[src/rtl/uart_phy.sv]
// -----------------------------------------------------------------------------
// uart_phy
//
// Full-duplex 8N1 UART physical layer: one transmitter and one receiver that
// share a single baud configuration. Frames are 1 start bit (0), 8 data bits
// LSB first, 1 stop bit (1), no parity.
//
// Parameters
//    CLK_FREQ      system clock frequency in Hz
//    BAUD          serial bit rate
//    CLKS_PER_BIT  clock cycles per bit period (minimum 4)
//
// Ports
//    clk       system clock, rising edge
//    reset     asynchronous, active-low reset
//    tx_dv     transmit request, only honoured while the transmitter is idle
//    tx_byte   byte to send, captured together with an accepted tx_dv
//    tx        serial output, idles high
//    tx_busy   high while a transmit frame is in progress
//    rx        serial input, asynchronous to clk
//    rx_dv     one-cycle strobe marking a valid received byte
//    rx_byte   last valid received byte, held until the next valid frame
//
// Build option
//    UART_RX_SYNC_EN  when defined, rx passes through a 2-flop synchroniser
//                     (reset to 1) before the receiver; when undefined, rx
//                     feeds the receiver directly (simulation use only).
// -----------------------------------------------------------------------------
module uart_phy #(
   parameter int CLK_FREQ     = 100_000_000,
   parameter int BAUD         = 115200,
   parameter int CLKS_PER_BIT = CLK_FREQ / BAUD
) (
   input  logic       clk,
   input  logic       reset,
   input  logic       tx_dv,
   input  logic [7:0] tx_byte,
   output logic       tx,
   output logic       tx_busy,
   input  logic       rx,
   output logic       rx_dv,
   output logic [7:0] rx_byte
);

   // Bit-period counter must hold CLKS_PER_BIT-1.
   localparam int CNT_W = (CLKS_PER_BIT > 1) ? $clog2(CLKS_PER_BIT) : 1;

   // Terminal counts: full bit period, and the half-bit point used to
   // re-check the start bit at its centre.
   localparam logic [CNT_W-1:0] BIT_LAST  = CNT_W'(CLKS_PER_BIT - 1);
   localparam logic [CNT_W-1:0] HALF_LAST = CNT_W'(CLKS_PER_BIT / 2 - 1);
   localparam logic [CNT_W-1:0] CNT_ZERO  = '0;

   // Shared state encoding for both FSMs.
   localparam logic [1:0] ST_IDLE  = 2'd0;
   localparam logic [1:0] ST_START = 2'd1;
   localparam logic [1:0] ST_DATA  = 2'd2;
   localparam logic [1:0] ST_STOP  = 2'd3;

   // --------------------------------------------------------------------------
   // Transmitter
   // --------------------------------------------------------------------------
   logic [1:0]       tx_state_q, tx_state_d;
   logic [CNT_W-1:0] tx_cnt_q,   tx_cnt_d;
   logic [2:0]       tx_idx_q,   tx_idx_d;
   logic [7:0]       tx_data_q,  tx_data_d;
   logic             tx_q,       tx_d;

   always_comb begin
      tx_state_d = tx_state_q;
      tx_cnt_d   = tx_cnt_q;
      tx_idx_d   = tx_idx_q;
      tx_data_d  = tx_data_q;
      tx_d       = tx_q;

      case (tx_state_q)
         ST_IDLE: begin
            tx_d = 1'b1;
            if (tx_dv) begin
               // Line goes low in the same update that enters START, so the
               // start bit occupies exactly CLKS_PER_BIT cycles.
               tx_data_d  = tx_byte;
               tx_cnt_d   = CNT_ZERO;
               tx_idx_d   = 3'd0;
               tx_state_d = ST_START;
               tx_d       = 1'b0;
            end
         end

         ST_START: begin
            if (tx_cnt_q == BIT_LAST) begin
               tx_cnt_d   = CNT_ZERO;
               tx_idx_d   = 3'd0;
               tx_state_d = ST_DATA;
               tx_d       = tx_data_q[0];
            end else begin
               tx_cnt_d = tx_cnt_q + 1'b1;
            end
         end

         ST_DATA: begin
            if (tx_cnt_q == BIT_LAST) begin
               tx_cnt_d = CNT_ZERO;
               if (tx_idx_q == 3'd7) begin
                  tx_state_d = ST_STOP;
                  tx_d       = 1'b1;
               end else begin
                  tx_idx_d = tx_idx_q + 3'd1;
                  tx_d     = tx_data_q[tx_idx_q + 3'd1];
               end
            end else begin
               tx_cnt_d = tx_cnt_q + 1'b1;
            end
         end

         default: begin // ST_STOP
            tx_d = 1'b1;
            if (tx_cnt_q == BIT_LAST) begin
               tx_cnt_d   = CNT_ZERO;
               tx_state_d = ST_IDLE;
            end else begin
               tx_cnt_d = tx_cnt_q + 1'b1;
            end
         end
      endcase
   end

   // tx_q resets to 1 asynchronously, so a reset mid-frame releases the line
   // immediately rather than on the next clock.
   always_ff @(posedge clk or negedge reset) begin
      if (!reset) begin
         tx_state_q <= ST_IDLE;
         tx_cnt_q   <= '0;
         tx_idx_q   <= 3'd0;
         tx_data_q  <= 8'h00;
         tx_q       <= 1'b1;
      end else begin
         tx_state_q <= tx_state_d;
         tx_cnt_q   <= tx_cnt_d;
         tx_idx_q   <= tx_idx_d;
         tx_data_q  <= tx_data_d;
         tx_q       <= tx_d;
      end
   end

   assign tx      = tx_q;
   assign tx_busy = (tx_state_q != ST_IDLE);

   // --------------------------------------------------------------------------
   // Receive input conditioning
   // --------------------------------------------------------------------------
   logic rx_s;

`ifdef UART_RX_SYNC_EN
   logic [1:0] rx_sync_q, rx_sync_d;

   always_comb begin
      rx_sync_d = {rx_sync_q[0], rx};
   end

   // Reset to the idle-line level so leaving reset never looks like a start.
   always_ff @(posedge clk or negedge reset) begin
      if (!reset) begin
         rx_sync_q <= 2'b11;
      end else begin
         rx_sync_q <= rx_sync_d;
      end
   end

   assign rx_s = rx_sync_q[1];
`else
   assign rx_s = rx;
`endif

   // --------------------------------------------------------------------------
   // Receiver
   // --------------------------------------------------------------------------
   logic [1:0]       rx_state_q, rx_state_d;
   logic [CNT_W-1:0] rx_cnt_q,   rx_cnt_d;
   logic [2:0]       rx_idx_q,   rx_idx_d;
   logic [7:0]       rx_shift_q, rx_shift_d;
   logic [7:0]       rx_byte_q,  rx_byte_d;
   logic             rx_dv_q,    rx_dv_d;

   always_comb begin
      rx_state_d = rx_state_q;
      rx_cnt_d   = rx_cnt_q;
      rx_idx_d   = rx_idx_q;
      rx_shift_d = rx_shift_q;
      rx_byte_d  = rx_byte_q;
      rx_dv_d    = 1'b0;

      case (rx_state_q)
         ST_IDLE: begin
            rx_cnt_d = CNT_ZERO;
            if (!rx_s) begin
               rx_state_d = ST_START;
            end
         end

         ST_START: begin
            // Re-check at mid start bit: a line that is high again was a
            // glitch, not a frame.
            if (rx_cnt_q == HALF_LAST) begin
               rx_cnt_d = CNT_ZERO;
               if (!rx_s) begin
                  rx_idx_d   = 3'd0;
                  rx_state_d = ST_DATA;
               end else begin
                  rx_state_d = ST_IDLE;
               end
            end else begin
               rx_cnt_d = rx_cnt_q + 1'b1;
            end
         end

         ST_DATA: begin
            // Counting a full period from the start-bit centre lands each
            // sample at a data-bit centre.
            if (rx_cnt_q == BIT_LAST) begin
               rx_cnt_d   = CNT_ZERO;
               rx_shift_d = {rx_s, rx_shift_q[7:1]};
               if (rx_idx_q == 3'd7) begin
                  rx_state_d = ST_STOP;
               end else begin
                  rx_idx_d = rx_idx_q + 3'd1;
               end
            end else begin
               rx_cnt_d = rx_cnt_q + 1'b1;
            end
         end

         default: begin // ST_STOP
            if (rx_cnt_q == BIT_LAST) begin
               rx_cnt_d   = CNT_ZERO;
               rx_state_d = ST_IDLE;
               // A low stop bit is a framing error: the byte is discarded and
               // the previously published byte stays visible.
               if (rx_s) begin
                  rx_byte_d = rx_shift_q;
                  rx_dv_d   = 1'b1;
               end
            end else begin
               rx_cnt_d = rx_cnt_q + 1'b1;
            end
         end
      endcase
   end

   always_ff @(posedge clk or negedge reset) begin
      if (!reset) begin
         rx_state_q <= ST_IDLE;
         rx_cnt_q   <= '0;
         rx_idx_q   <= 3'd0;
         rx_shift_q <= 8'h00;
         rx_byte_q  <= 8'h00;
         rx_dv_q    <= 1'b0;
      end else begin
         rx_state_q <= rx_state_d;
         rx_cnt_q   <= rx_cnt_d;
         rx_idx_q   <= rx_idx_d;
         rx_shift_q <= rx_shift_d;
         rx_byte_q  <= rx_byte_d;
         rx_dv_q    <= rx_dv_d;
      end
   end

   assign rx_dv   = rx_dv_q;
   assign rx_byte = rx_byte_q;

endmodule

[config.mk]
export PLATFORM = sky130hd
export DESIGN_NAME = uart_phy
export DESIGN_NICKNAME = d
export VERILOG_FILES = /design/src/rtl/uart_phy.sv
export SDC_FILE = /design/constraint.sdc
export NUM_CORES = 1
export LEC_CHECK = 0
export BUFFER_PORTS_ARGS = -buffer_cell sky130_fd_sc_hd__buf_4
export CAP_MARGIN = 20
export CORE_ASPECT_RATIO = 0.7
export CORE_UTILIZATION = 30
export CTS_CLUSTER_SIZE = 8
export DETAILED_ROUTE_END_ITERATION = 8
export PLACE_DENSITY = 0.42
export SETUP_SLACK_MARGIN = 0.3
export SLEW_MARGIN = 25
export SYNTH_ARGS = -nofsm -noshare
export SYNTH_HDL_FRONTEND = slang
export SYNTH_SLANG_ARGS = --single-unit
[constraint.sdc]
create_clock -name clk -period 5.9 [get_ports clk]
set_clock_uncertainty 0.05 [all_clocks]
set_input_delay 0.59 -clock clk [delete_from_list [all_inputs] [get_ports clk]]
set_output_delay 0.59 -clock clk [all_outputs]
set_load 0.005 [all_outputs]
Word-level counts from Yosys, hierarchy flattened. Index checks and enable logic that the tools add are counted.

Add/sub/neg operators: 4. $lt $le $gt $ge: 1. Equality and inequality tests: 20. Mux-type cells: 39. Bitwise gates (word level): 1. Reductions and logical operators: 16.

Operators by type and width (number): $mux W10 (5); $mux W3 (8); $mux W2 (11); $ne A2 B2 Y1 const B (11); $add A10 B1 Y10 const B (2); $eq A10 B10 Y1 const B (2); $pmux W10 S2 (1); $reduce_and A5 Y1 (4); $pmux W2 S3 (2); $eq A10 B9 Y1 const B (1); $pmux W3 S3 (1); $mux W1 (8); $add A3 B1 Y3 const B (2); $eq A3 B3 Y1 const B (2); $pmux W3 S2 (1); $reduce_and A2 Y1 (3); $reduce_bool A2 Y1 (3); $reduce_bool A3 Y1 (2); $eq A2 B1 Y1 const B (2); $eq A2 B2 Y1 const B (2); $logic_not A2 Y1 (2); $lt A3 B4 Y1 const B (1); $bmux W1 S3 (1); $pmux W1 S3 (1); other kinds (3) (3).

Register bits after elaboration: 56. Input port bits: 12. Output and inout bits: 11. Logic and storage cells: 92.

Longest topological paths before layout. Gate-level depths: netlist (run 1).

Depth after elaboration: 6. Depth in mapped cells: 7. Depth with buffers taken out: 6.

Worst setup path before layout (run 1). Ideal clock, no wire load.

Path type: register -> register. Start point: register rx_cnt_q[0]. End point: register rx_byte_q[0] (netlist: rx_byte[0]). Setup time: 0.125 ns. Data arrival time: 1.759 ns. Required time: 5.725 ns. Setup slack: 3.966 ns. Cell stages (with the launch flop): 6. Path buffers: 0. Period minus slack after synthesis: 1.934 ns. Cells stage by stage: dfrtp_1 ha_1 and4bb_2 nand3_2 nor3_4 mux2_2.

Word-level cells in the longest chain between the ends: 2.

RTL lines: start: declaration (RTL line 179) `logic [CNT_W-1:0] rx_cnt_q, rx_cnt_d;`; start signal: assignment (RTL line 260) `rx_cnt_q <= rx_cnt_d;`; $eq A10 B10 Y1 (RTL line 234) `if (rx_cnt_q == BIT_LAST) begin`; $reduce_and A3 Y1 (no source line); end signal: assignment (RTL line 263) `rx_byte_q <= rx_byte_d;`; end: declaration (RTL line 182) `logic [7:0] rx_byte_q, rx_byte_d;`.

Every way passes these cells. A chain may end at the register's enable or synchronous reset.

Final worst setup path (run 1).
Start point: register tx_state_q[0]. End point: register tx_idx_q[0].

Word-level cells in the longest chain between the ends: 3. Elaborated cells on any way between the ends: 10. Those cells by class: eq/ne: 6; mux: 1; reduce/logical: 3.

RTL lines: start: declaration (RTL line 63) `logic [1:0] tx_state_q, tx_state_d;`; start signal: assignment (RTL line 138) `tx_state_q <= tx_state_d;`; $eq A2 B2 Y1, or another cell as far along (RTL line 76) `case (tx_state_q)`; $ne A2 B2 Y1 (no source line) / $reduce_bool A3 Y1 (equally long branches); $reduce_and A5 Y1 (no source line); end signal: assignment (RTL line 140) `tx_idx_q <= tx_idx_d;`; end: declaration (RTL line 65) `logic [2:0] tx_idx_q, tx_idx_d;`.

Several ways; a longest one is shown, not always the timed one.

==> impl_metrics.prom, run 1 <==
# TYPE chip_impl_metric gauge
chip_impl_info{name="cts_tree",value="done"} 1
chip_impl_metric{name="post-route-min-period",unit="ns"} 2.245
chip_impl_metric{name="cts_hold_repair.buffers",unit=""} 0
chip_impl_metric{name="timing.max_slew.rel_slack",unit="%"} 37.53
chip_impl_metric{name="drc_violation_count_after_routing",unit=""} 0
chip_impl_metric{name="htreeDepth",unit=""} 2
chip_impl_metric{name="synth_net_count",unit=""} 269
chip_impl_metric{name="final_min_period_over_clock_period",unit="%"} 38.05
chip_impl_metric{name="design.core.area",unit="sq um"} 9035
chip_impl_metric{name="worst-path-buf-inv",unit=""} 1
chip_impl_metric{name="max-cap-violations",unit=""} 0
chip_impl_info{name="critical_path.cell_chain",value="inv_1 > ha_1 > nor2b_1 > nor2_1 > and3b_1 > a211o_1"} 1
chip_impl_metric{name="r2r_slack",unit="ns"} 3.66
chip_impl_metric{name="netlist_instances",unit=""} 246
chip_impl_info{name="crit_path_start_kind",value="flop"} 1
chip_impl_metric{name="die_w",unit="um"} 117.2
chip_impl_metric{name="detail-route-antenna-nets",unit=""} 0
chip_impl_metric{name="final_estimated_routing_congestion_in_global_placement",unit=""} 0.7533
chip_impl_metric{name="area_delta_synth_final",unit="%"} 16.92
chip_impl_metric{name="smallest_hold_slack",unit="ns"} 0.2936
chip_impl_metric{name="cts-resized-gates",unit=""} 0
chip_impl_metric{name="ys_types",unit=""} 45
chip_impl_metric{name="post_drt_wl_per_cell",unit="um"} 13.55
chip_impl_info{name="critical_path.top_delay_family",value="simple AND/OR/NAND/NOR gates"} 1
chip_impl_metric{name="post_cts.repair.setup_buffers",unit=""} 0
chip_impl_metric{name="floorplan.die_area",unit="sq um"} 9688
chip_impl_metric{name="slew_viol_final",unit=""} 0
chip_impl_metric{name="worst-path-stages",unit=""} 6
chip_impl_info{name="rsz0062_at_grt",value="false"} 1
chip_impl_metric{name="average_footprint_of_a_synthesized_cell",unit="sq um"} 11.33
chip_impl_metric{name="grt_pass1_wl",unit="um"} 9018
chip_impl_info{name="run_status",value="finished clean"} 1
chip_impl_metric{name="cts_max_path_buffers",unit=""} 2
chip_impl_metric{name="grt_pass1_vias",unit=""} 1773
chip_impl_metric{name="routed_via_density",unit=""} 4.766
chip_impl_metric{name="report.final.setup_viol",unit=""} 0
chip_impl_metric{name="worst_slew_pin_slew",unit="ns"} 0.9327
chip_impl_metric{name="grt_overflow_total",unit=""} 0
chip_impl_metric{name="tns",unit="ns"} 0
chip_impl_metric{name="synth_seq_area_share",unit="%"} 50.31
chip_impl_metric{name="n_antenna_cell",unit=""} 0
chip_impl_metric{name="worst_skew_pair.late_latency",unit="ns"} 0.29
chip_impl_metric{name="critPathArrivalTime",unit="ns"} 2.37
chip_impl_metric{name="power_density",unit="nW/um^2"} 229.1
chip_impl_metric{name="final_hold_viol_count",unit=""} 0
chip_impl_metric{name="drt-total-wl",unit="um"} 5340
chip_impl_metric{name="count_of_warnings_emitted_by_yosys",unit=""} 0
chip_impl_info{name="critPathCaptureType",value="flop"} 1
chip_impl_metric{name="path_clk_slew",unit="ns"} 0.07
chip_impl_metric{name="die_height",unit="um"} 82.65
chip_impl_metric{name="design_power_total",unit="uW"} 746.7
chip_impl_metric{name="post_route_cells_drive_above_1_share",unit="%"} 25.93
chip_impl_metric{name="final_core_util",unit="%"} 36.08
chip_impl_metric{name="static-leakage-power",unit="nW"} 1.501
chip_impl_metric{name="ys_seq_elements",unit=""} 56
chip_impl_metric{name="max-vdd-ir-drop",unit="mV"} 0.1590
chip_impl_metric{name="timing.critical_path.required",unit="ns"} 6.02
chip_impl_metric{name="layout.cell_area.non_filler",unit="sq um"} 3259
chip_impl_metric{name="drt_iter0_drc",unit=""} 64
chip_impl_info{name="min_path_type",value="primary input to asynchronous set/reset pin"} 1
chip_impl_metric{name="worst-path-max-fanout",unit=""} 11
chip_impl_metric{name="achievable-frequency",unit="MHz"} 445.5
chip_impl_metric{name="grt_start_max_net_pins",unit=""} 57
chip_impl_info{name="root_buffer",value="sky130_fd_sc_hd__clkbuf_16"} 1
chip_impl_metric{name="dp_hpwl",unit="um"} 3683
chip_impl_info{name="critical_path_top_delay_cell",value="sky130_fd_sc_hd__nor2b_1"} 1
chip_impl_metric{name="timing.critical_path.slowest_cell_delay",unit="ns"} 0.48
chip_impl_metric{name="mappedNetlistArea",unit="sq um"} 2788
chip_impl_metric{name="num_rows",unit=""} 29
chip_impl_info{name="timing_worst_setup_path_type",value="flop to flop"} 1
chip_impl_metric{name="cts-buffers-inserted",unit=""} 5
chip_impl_metric{name="grtUsageTotal",unit="%"} 12.19
chip_impl_metric{name="via_count",unit=""} 1878
chip_impl_metric{name="placedInstanceArea",unit="sq um"} 3082
chip_impl_metric{name="place.port_buffers",unit=""} 22
chip_impl_metric{name="initial_utilization",unit="%"} 30.85
chip_impl_metric{name="ios",unit=""} 23
chip_impl_metric{name="number_of_antenna_violations_at_the_first_check_in_global_routing",unit=""} 0
chip_impl_metric{name="cts.sink_count",unit=""} 56
chip_impl_metric{name="detailedRoute.firstPassIterationCount",unit=""} 6
chip_impl_metric{name="r2r.worst_path.cells",unit=""} 6
chip_impl_info{name="final_common_cell",value="sky130_fd_sc_hd__dfrtp_1"} 1
chip_impl_metric{name="finish.net_count",unit=""} 292
chip_impl_info{name="most-common-layout-cells",value="55 x sky130_fd_sc_hd__dfrtp_1, 29 x sky130_fd_sc_hd__mux2_2, 22 x sky130_fd_sc_hd__buf_4"} 1
[where the power goes]
group          leakage (nW)  switching (mW)  internal [mW]
clock network        0.0871           0.136          0.213
registers             0.701        0.000248          0.384
logic                 0.713         0.00909        0.00505
total                  1.50           0.145          0.602
[layer usage]
layer  track usage, %  vias to the layer above  wire length (um)
li1                 -                      934                 -
met1            18.60                      915              2995
met2            16.71                       25              2101
met3            3.066                        4               190
met4            3.038                        0                51
met5                0                        -                 0
[synthesized netlist by cell type (all sizes together)]
master / number / area share, %
and2: 3 / 0.67
nand3b: 1 / 0.27
nor3b: 3 / 1.2
o22a: 1 / 0.31
nor4: 2 / 0.45
xnor2: 2 / 0.63
a2bb2oi: 1 / 0.31
nand2b: 6 / 1.3
and4bb: 1 / 0.45
mux2: 29 / 12
a31o: 4 / 1.3
ha: 11 / 4.9
a21boi: 1 / 0.27
dfstp: 1 / 0.94
mux2i: 4 / 1.4
nor2b: 6 / 1.3
a211oi: 2 / 0.54
inv: 9 / 1.2
clkbuf: 3 / 0.40
xor2: 7 / 2.2
a21oi: 8 / 1.6
a41oi: 1 / 0.31
nand2: 17 / 2.3
nand4b: 1 / 0.31
dfrtp: 55 / 49
and3b: 1 / 0.31
a211o: 1 / 0.31
a22o: 3 / 0.94
nand3: 10 / 2.0
nor3: 4 / 1.1
and4: 1 / 0.31
and3: 7 / 1.6
a31oi: 7 / 1.6
and4b: 2 / 0.72
nand4: 4 / 0.90
o21ai: 6 / 1.1
a221o: 1 / 0.36
nor2: 16 / 2.2
a2111oi: 1 / 0.31
buf: 3 / 0.54
[through the flow]
step / instances / setup WS, ns
floorplan: 246 / 3.966
detailed placement: 386 / 3.650
global route: 394 / 3.428
CTS: 394 / 3.643
finish: 394 / 3.655
global placement: 386 / 3.619
[state kept, by name, indices dropped and copies added (netlist names)]
| signal | count |
|---|---|
| tx_cnt_q | 10 |
| tx_data_q | 8 |
| rx_dv | 1 |
| rx_shift_q | 8 |
| tx_idx_q | 3 |
| rx_cnt_q | 10 |
| rx_idx_q | 3 |
| tx_state_q | 2 |
| rx_state_q | 2 |
| tx | 1 |
| rx_byte | 8 |
[logic make-up after synthesis]
logic type,share of synthesized area (%)
AOI/OAI and AO/OA,9.156
DFF,50.31
muxes,13.15
and+or+nand+nor,17.46
xor gates and xnor gates,2.828
buffers and inverters,2.154
adders and majority gates,4.937
[layout make-up]
class,instances,area (sq um)
fill,899,5776
sequential,56,1403
multi-input combinational,175,1325
timing repair buffer,22,165.2
tap,124,155.1
clock buffer,6,138.9
clock inverter,2,38.79
inverter,9,33.78
[worst paths after layout]
kind                               start      endpoint
setup / recovery           tx_state_q[0]   tx_idx_q[0]
setup reg to reg           tx_state_q[0]   tx_idx_q[0]
max in group asynchronous          reset   rx_cnt_q[3]
min in group clk            tx_data_q[2]  tx_data_q[2]
hold / removal                     reset   tx_cnt_q[3]
hold reg to reg             tx_data_q[2]  tx_data_q[2]
[worst register-to-register path: stages (launching register included)]
cell and delay (ns):
sky130_fd_sc_hd__dfrtp_1 0.41, sky130_fd_sc_hd__inv_1 0.11, sky130_fd_sc_hd__ha_1 0.37, sky130_fd_sc_hd__nor2b_1 0.48
sky130_fd_sc_hd__nor2_1 0.19, sky130_fd_sc_hd__and3b_1 0.26, sky130_fd_sc_hd__a211o_1 0.25
Power figures use the tool's default switching activity.
==> inputs of run 2 (changes only) <==
--- a/config.mk
+++ b/config.mk
@@ -5,13 +5,14 @@
 export SDC_FILE = /design/constraint.sdc
 export NUM_CORES = 1
 export LEC_CHECK = 0
+export ABC_AREA = 1
 export BUFFER_PORTS_ARGS = -buffer_cell sky130_fd_sc_hd__buf_4
 export CAP_MARGIN = 20
 export CORE_ASPECT_RATIO = 0.7
 export CORE_UTILIZATION = 30
 export CTS_CLUSTER_SIZE = 8
 export DETAILED_ROUTE_END_ITERATION = 8
-export PLACE_DENSITY = 0.42
+export PLACE_DENSITY = 0.43
 export SETUP_SLACK_MARGIN = 0.3
 export SLEW_MARGIN = 25
 export SYNTH_ARGS = -nofsm -noshare
==> constraint.sdc (replaced) <==
create_clock -name clk -period 1.8 [get_ports clk]
set_clock_uncertainty 0.05 [all_clocks]
set_input_delay 0.18 -clock clk [delete_from_list [all_inputs] [get_ports clk]]
set_output_delay 0.18 -clock clk [all_outputs]
set_load 0.005 [all_outputs]
==> impl_metrics.prom, run 2 <==
# TYPE chip_impl_metric gauge
chip_impl_metric{name="area_delta_synth_final",unit="%"} 32.36
chip_impl_metric{name="synth_async_sr_flop_share",unit="%"} 100.0
chip_impl_metric{name="place.port_buffers",unit=""} 22
chip_impl_metric{name="post-route-min-period",unit="ns"} 1.518
chip_impl_info{name="root_buffer",value="sky130_fd_sc_hd__clkbuf_16"} 1
chip_impl_metric{name="worst_slew_pin_slew",unit="ns"} 0.3857
chip_impl_metric{name="die_w",unit="um"} 120.6
chip_impl_metric{name="number_of_antenna_violations_at_the_first_check_in_global_routing",unit=""} 0
chip_impl_metric{name="ys_types",unit=""} 37
chip_impl_metric{name="final_core_util",unit="%"} 41.93
chip_impl_metric{name="static-leakage-power",unit="nW"} 1.834
chip_impl_info{name="run_status",value="finished clean"} 1
chip_impl_metric{name="grt_start_max_net_pins",unit=""} 31
chip_impl_metric{name="post_drt_wl_per_cell",unit="um"} 12.77
chip_impl_metric{name="final_hold_viol_count",unit=""} 0
chip_impl_metric{name="grt_pass1_vias",unit=""} 2210
chip_impl_metric{name="design.core.area",unit="sq um"} 9325
chip_impl_metric{name="synth_net_count",unit=""} 360
chip_impl_metric{name="slew_viol_final",unit=""} 0
chip_impl_metric{name="synth_seq_area_share",unit="%"} 47.48
chip_impl_metric{name="cts_max_path_buffers",unit=""} 2
chip_impl_metric{name="n_antenna_cell",unit=""} 0
chip_impl_info{name="netlist.top_cell.by_area",value="sky130_fd_sc_hd__dfrtp_1"} 1
chip_impl_info{name="crit_path_start_kind",value="flop"} 1
chip_impl_metric{name="worst-path-max-fanout",unit=""} 5
chip_impl_metric{name="final_estimated_routing_congestion_in_global_placement",unit=""} 0.8169
chip_impl_metric{name="path_clk_slew",unit="ns"} 0.08
chip_impl_metric{name="max-cap-violations",unit=""} 0
chip_impl_metric{name="timing.max_slew.rel_slack",unit="%"} 74.29
chip_impl_metric{name="die_height",unit="um"} 85.03
chip_impl_metric{name="achievable-frequency",unit="MHz"} 658.8
chip_impl_info{name="worstHoldStart",value="tx_byte[5]"} 1
chip_impl_metric{name="mappedNetlistArea",unit="sq um"} 2954
chip_impl_info{name="regToRegStartpoint",value="rx_cnt_q[0]"} 1
chip_impl_metric{name="drt_iter0_drc",unit=""} 107
chip_impl_metric{name="grt_pass1_wl",unit="um"} 10770
chip_impl_metric{name="count_of_warnings_emitted_by_yosys",unit=""} 0
chip_impl_metric{name="dp_hpwl",unit="um"} 4438
chip_impl_metric{name="floorplan.die_area",unit="sq um"} 10250
chip_impl_info{name="most-common-layout-cells",value="77 x sky130_fd_sc_hd__nand2_1, 54 x sky130_fd_sc_hd__dfrtp_1, 40 x sky130_fd_sc_hd__buf_4"} 1
chip_impl_metric{name="report.final.setup_viol",unit=""} 0
chip_impl_metric{name="ys_seq_elements",unit=""} 56
chip_impl_info{name="ys_top_cells_by_area",value="sky130_fd_sc_hd__dfrtp_1 47%, sky130_fd_sc_hd__nand2_1 12%, sky130_fd_sc_hd__ha_1 4.7%"} 1
chip_impl_info{name="cts_tree",value="done"} 1
chip_impl_metric{name="grt_overflow_total",unit=""} 0
chip_impl_metric{name="via_count",unit=""} 2324
chip_impl_metric{name="layout.cell_area.non_filler",unit="sq um"} 3910
chip_impl_metric{name="synth-edff-count",unit=""} 0
chip_impl_info{name="critical_path.startpoint",value="rx_cnt_q[0]"} 1
chip_impl_info{name="timing_worst_setup_path_type",value="flop to flop"} 1
chip_impl_info{name="reg.largest.list",value="rx_cnt_q (10), tx_cnt_q (10)"} 1
chip_impl_info{name="postSynth.topFlopCell",value="sky130_fd_sc_hd__dfrtp_1"} 1
chip_impl_metric{name="finish.net_count",unit=""} 412
chip_impl_metric{name="initial_utilization",unit="%"} 31.68
chip_impl_info{name="final_common_cell",value="sky130_fd_sc_hd__nand2_1"} 1
chip_impl_metric{name="drt-total-wl",unit="um"} 6565
chip_impl_info{name="min_path_type",value="primary input to flop"} 1
chip_impl_metric{name="placedInstanceArea",unit="sq um"} 3302
chip_impl_metric{name="detailedRoute.firstPassIterationCount",unit=""} 4
chip_impl_metric{name="power_density",unit="nW/um^2"} 1044
chip_impl_metric{name="timing.critical_path.required",unit="ns"} 1.94
chip_impl_metric{name="average_footprint_of_a_synthesized_cell",unit="sq um"} 8.766
chip_impl_metric{name="routed_via_density",unit=""} 4.521
chip_impl_metric{name="detail-route-antenna-nets",unit=""} 0
chip_impl_metric{name="max-vdd-ir-drop",unit="mV"} 0.3763
chip_impl_info{name="post-synth-top-count-cell",value="sky130_fd_sc_hd__nand2_1"} 1
chip_impl_metric{name="final_min_period_over_clock_period",unit="%"} 84.33
chip_impl_metric{name="critPathArrivalTime",unit="ns"} 1.66
chip_impl_info{name="critPathCaptureType",value="flop"} 1
chip_impl_metric{name="post_route_cells_drive_above_1_share",unit="%"} 36.92
chip_impl_metric{name="worst_skew_pair.late_latency",unit="ns"} 0.30
chip_impl_metric{name="grtUsageTotal",unit="%"} 13.38
chip_impl_metric{name="cts.sink_count",unit=""} 56
chip_impl_info{name="synth_commonest_cells",value="93 x sky130_fd_sc_hd__nand2_1, 55 x sky130_fd_sc_hd__dfrtp_1, 33 x sky130_fd_sc_hd__inv_1"} 1
chip_impl_metric{name="netlist_instances",unit=""} 337
chip_impl_metric{name="ios",unit=""} 23
chip_impl_metric{name="tns",unit="ns"} 0
chip_impl_metric{name="num_rows",unit=""} 29
chip_impl_metric{name="synth_top_area_share",unit="%"} 46.59
chip_impl_metric{name="htreeDepth",unit=""} 2
chip_impl_metric{name="drc_violation_count_after_routing",unit=""} 0
chip_impl_metric{name="cts-buffers-inserted",unit=""} 5
chip_impl_info{name="rsz0062_at_grt",value="true"} 1
[run 2: cell count changes after synthesis, moves of 6 or more]
cell,before,now
sky130_fd_sc_hd__mux2_2,29,8
sky130_fd_sc_hd__a31oi_1,7,1
sky130_fd_sc_hd__nor2_1,16,23
sky130_fd_sc_hd__o21ai_1,0,12
sky130_fd_sc_hd__nand2_2,0,6
sky130_fd_sc_hd__nand2b_1,6,0
sky130_fd_sc_hd__nand3_1,9,18
sky130_fd_sc_hd__o21ai_2,0,6
sky130_fd_sc_hd__nor2b_1,6,0
sky130_fd_sc_hd__nand2_1,17,93
sky130_fd_sc_hd__inv_2,0,10
sky130_fd_sc_hd__inv_1,9,33
[run 2: per-layer routing]
metal / track usage (%) / vias to the layer above / part of all wire (%)
met5: 0 / - / 0
li1: - / 1201 / -
met2: 19.96 / 19 / 44
met3: 3.495 / 5 / 2.6
met4: 3.704 / 0 / 0.79
met1: 19.10 / 1099 / 52
[run 2: layout make-up]
class / count / area (sq um)
Fill cell: 907 / 5415
Multi-Input combinational cell: 236 / 1617
Sequential cell: 56 / 1404
Timing Repair Buffer: 46 / 384.1
Inverter: 44 / 172.7
Tap cell: 124 / 155.1
Clock buffer: 6 / 138.9
Clock inverter: 2 / 38.79
[run 2: worst paths after layout]
| kind | to | slack (ns) | depth (start not counted) |
|---|---|---|---|
| worst max-delay path | rx_cnt_q[3] | 0.28 | 8 |
| worst min-delay path | tx_data_q[5] | 0.07 | 2 |
| worst min register to register | rx_byte[1] | 0.44 | 2 |
| min in group asynchronous | tx_cnt_q[6] | 0.30 | 2 |
| worst max register to register | rx_cnt_q[3] | 0.28 | 8 |
| max in group asynchronous | rx_byte[5] | 0.91 | 3 |
[run 2: stage by stage]
step / hold WS (ns) / instances / setup slack [ns] / total power [mW]
2_1_floorplan: -0.1656 / 337 / 0.3277 / 2.269
3_3_place_gp: 0.08534 / 486 / 0.1671 / 2.625
3_5_place_dp: 0.08685 / 486 / 0.1441 / 2.609
4_1_cts: 0.05652 / 503 / 0.2696 / 3.991
5_1_grt: 0.05697 / 514 / 0.2046 / 4.338
6_report: 0.06716 / 514 / 0.2821 / 4.083
[run 2: power breakdown]
| group | total, mW | internal (mW) | switching (mW) |
|---|---|---|---|
| logic | 1.34 | 0.642 | 0.696 |
| clock network | 1.16 | 0.698 | 0.462 |
| registers | 1.58 | 1.45 | 0.139 |
[run 2: kinds of logic after synthesis]
group           share of synthesized area (%)
xor+xnor                                1.779
flops                                   47.48
fa+ha+maj                               4.659
simple gates                            28.59
compound gates                          8.090
buf+inv                                 6.353
mux                                     3.050
[run 2: critical path, cell delays in order (launching register included)]
cell	delay, ns
sky130_fd_sc_hd__dfrtp_1	0.37
sky130_fd_sc_hd__buf_6	0.11
sky130_fd_sc_hd__ha_4	0.14
sky130_fd_sc_hd__nand2_4	0.05
sky130_fd_sc_hd__nor2_4	0.11
sky130_fd_sc_hd__nand3_4	0.19
sky130_fd_sc_hd__nand2_4	0.15
sky130_fd_sc_hd__nand2_4	0.08
sky130_fd_sc_hd__and3_4	0.15
[run 2: what timing repair did]
| action | CTS | global route |
|---|---|---|
| hold buffers | 1 | 0 |
| gates resized for setup | 17 | 52 |
| endpoints found under the hold margin | 25 | 0 |
| pin swaps | 7 | 20 |
| cloned | 0 | 1 |
| buffers inserted | 8 | 10 |
| setup endpoints to repair | 50 | 51 |
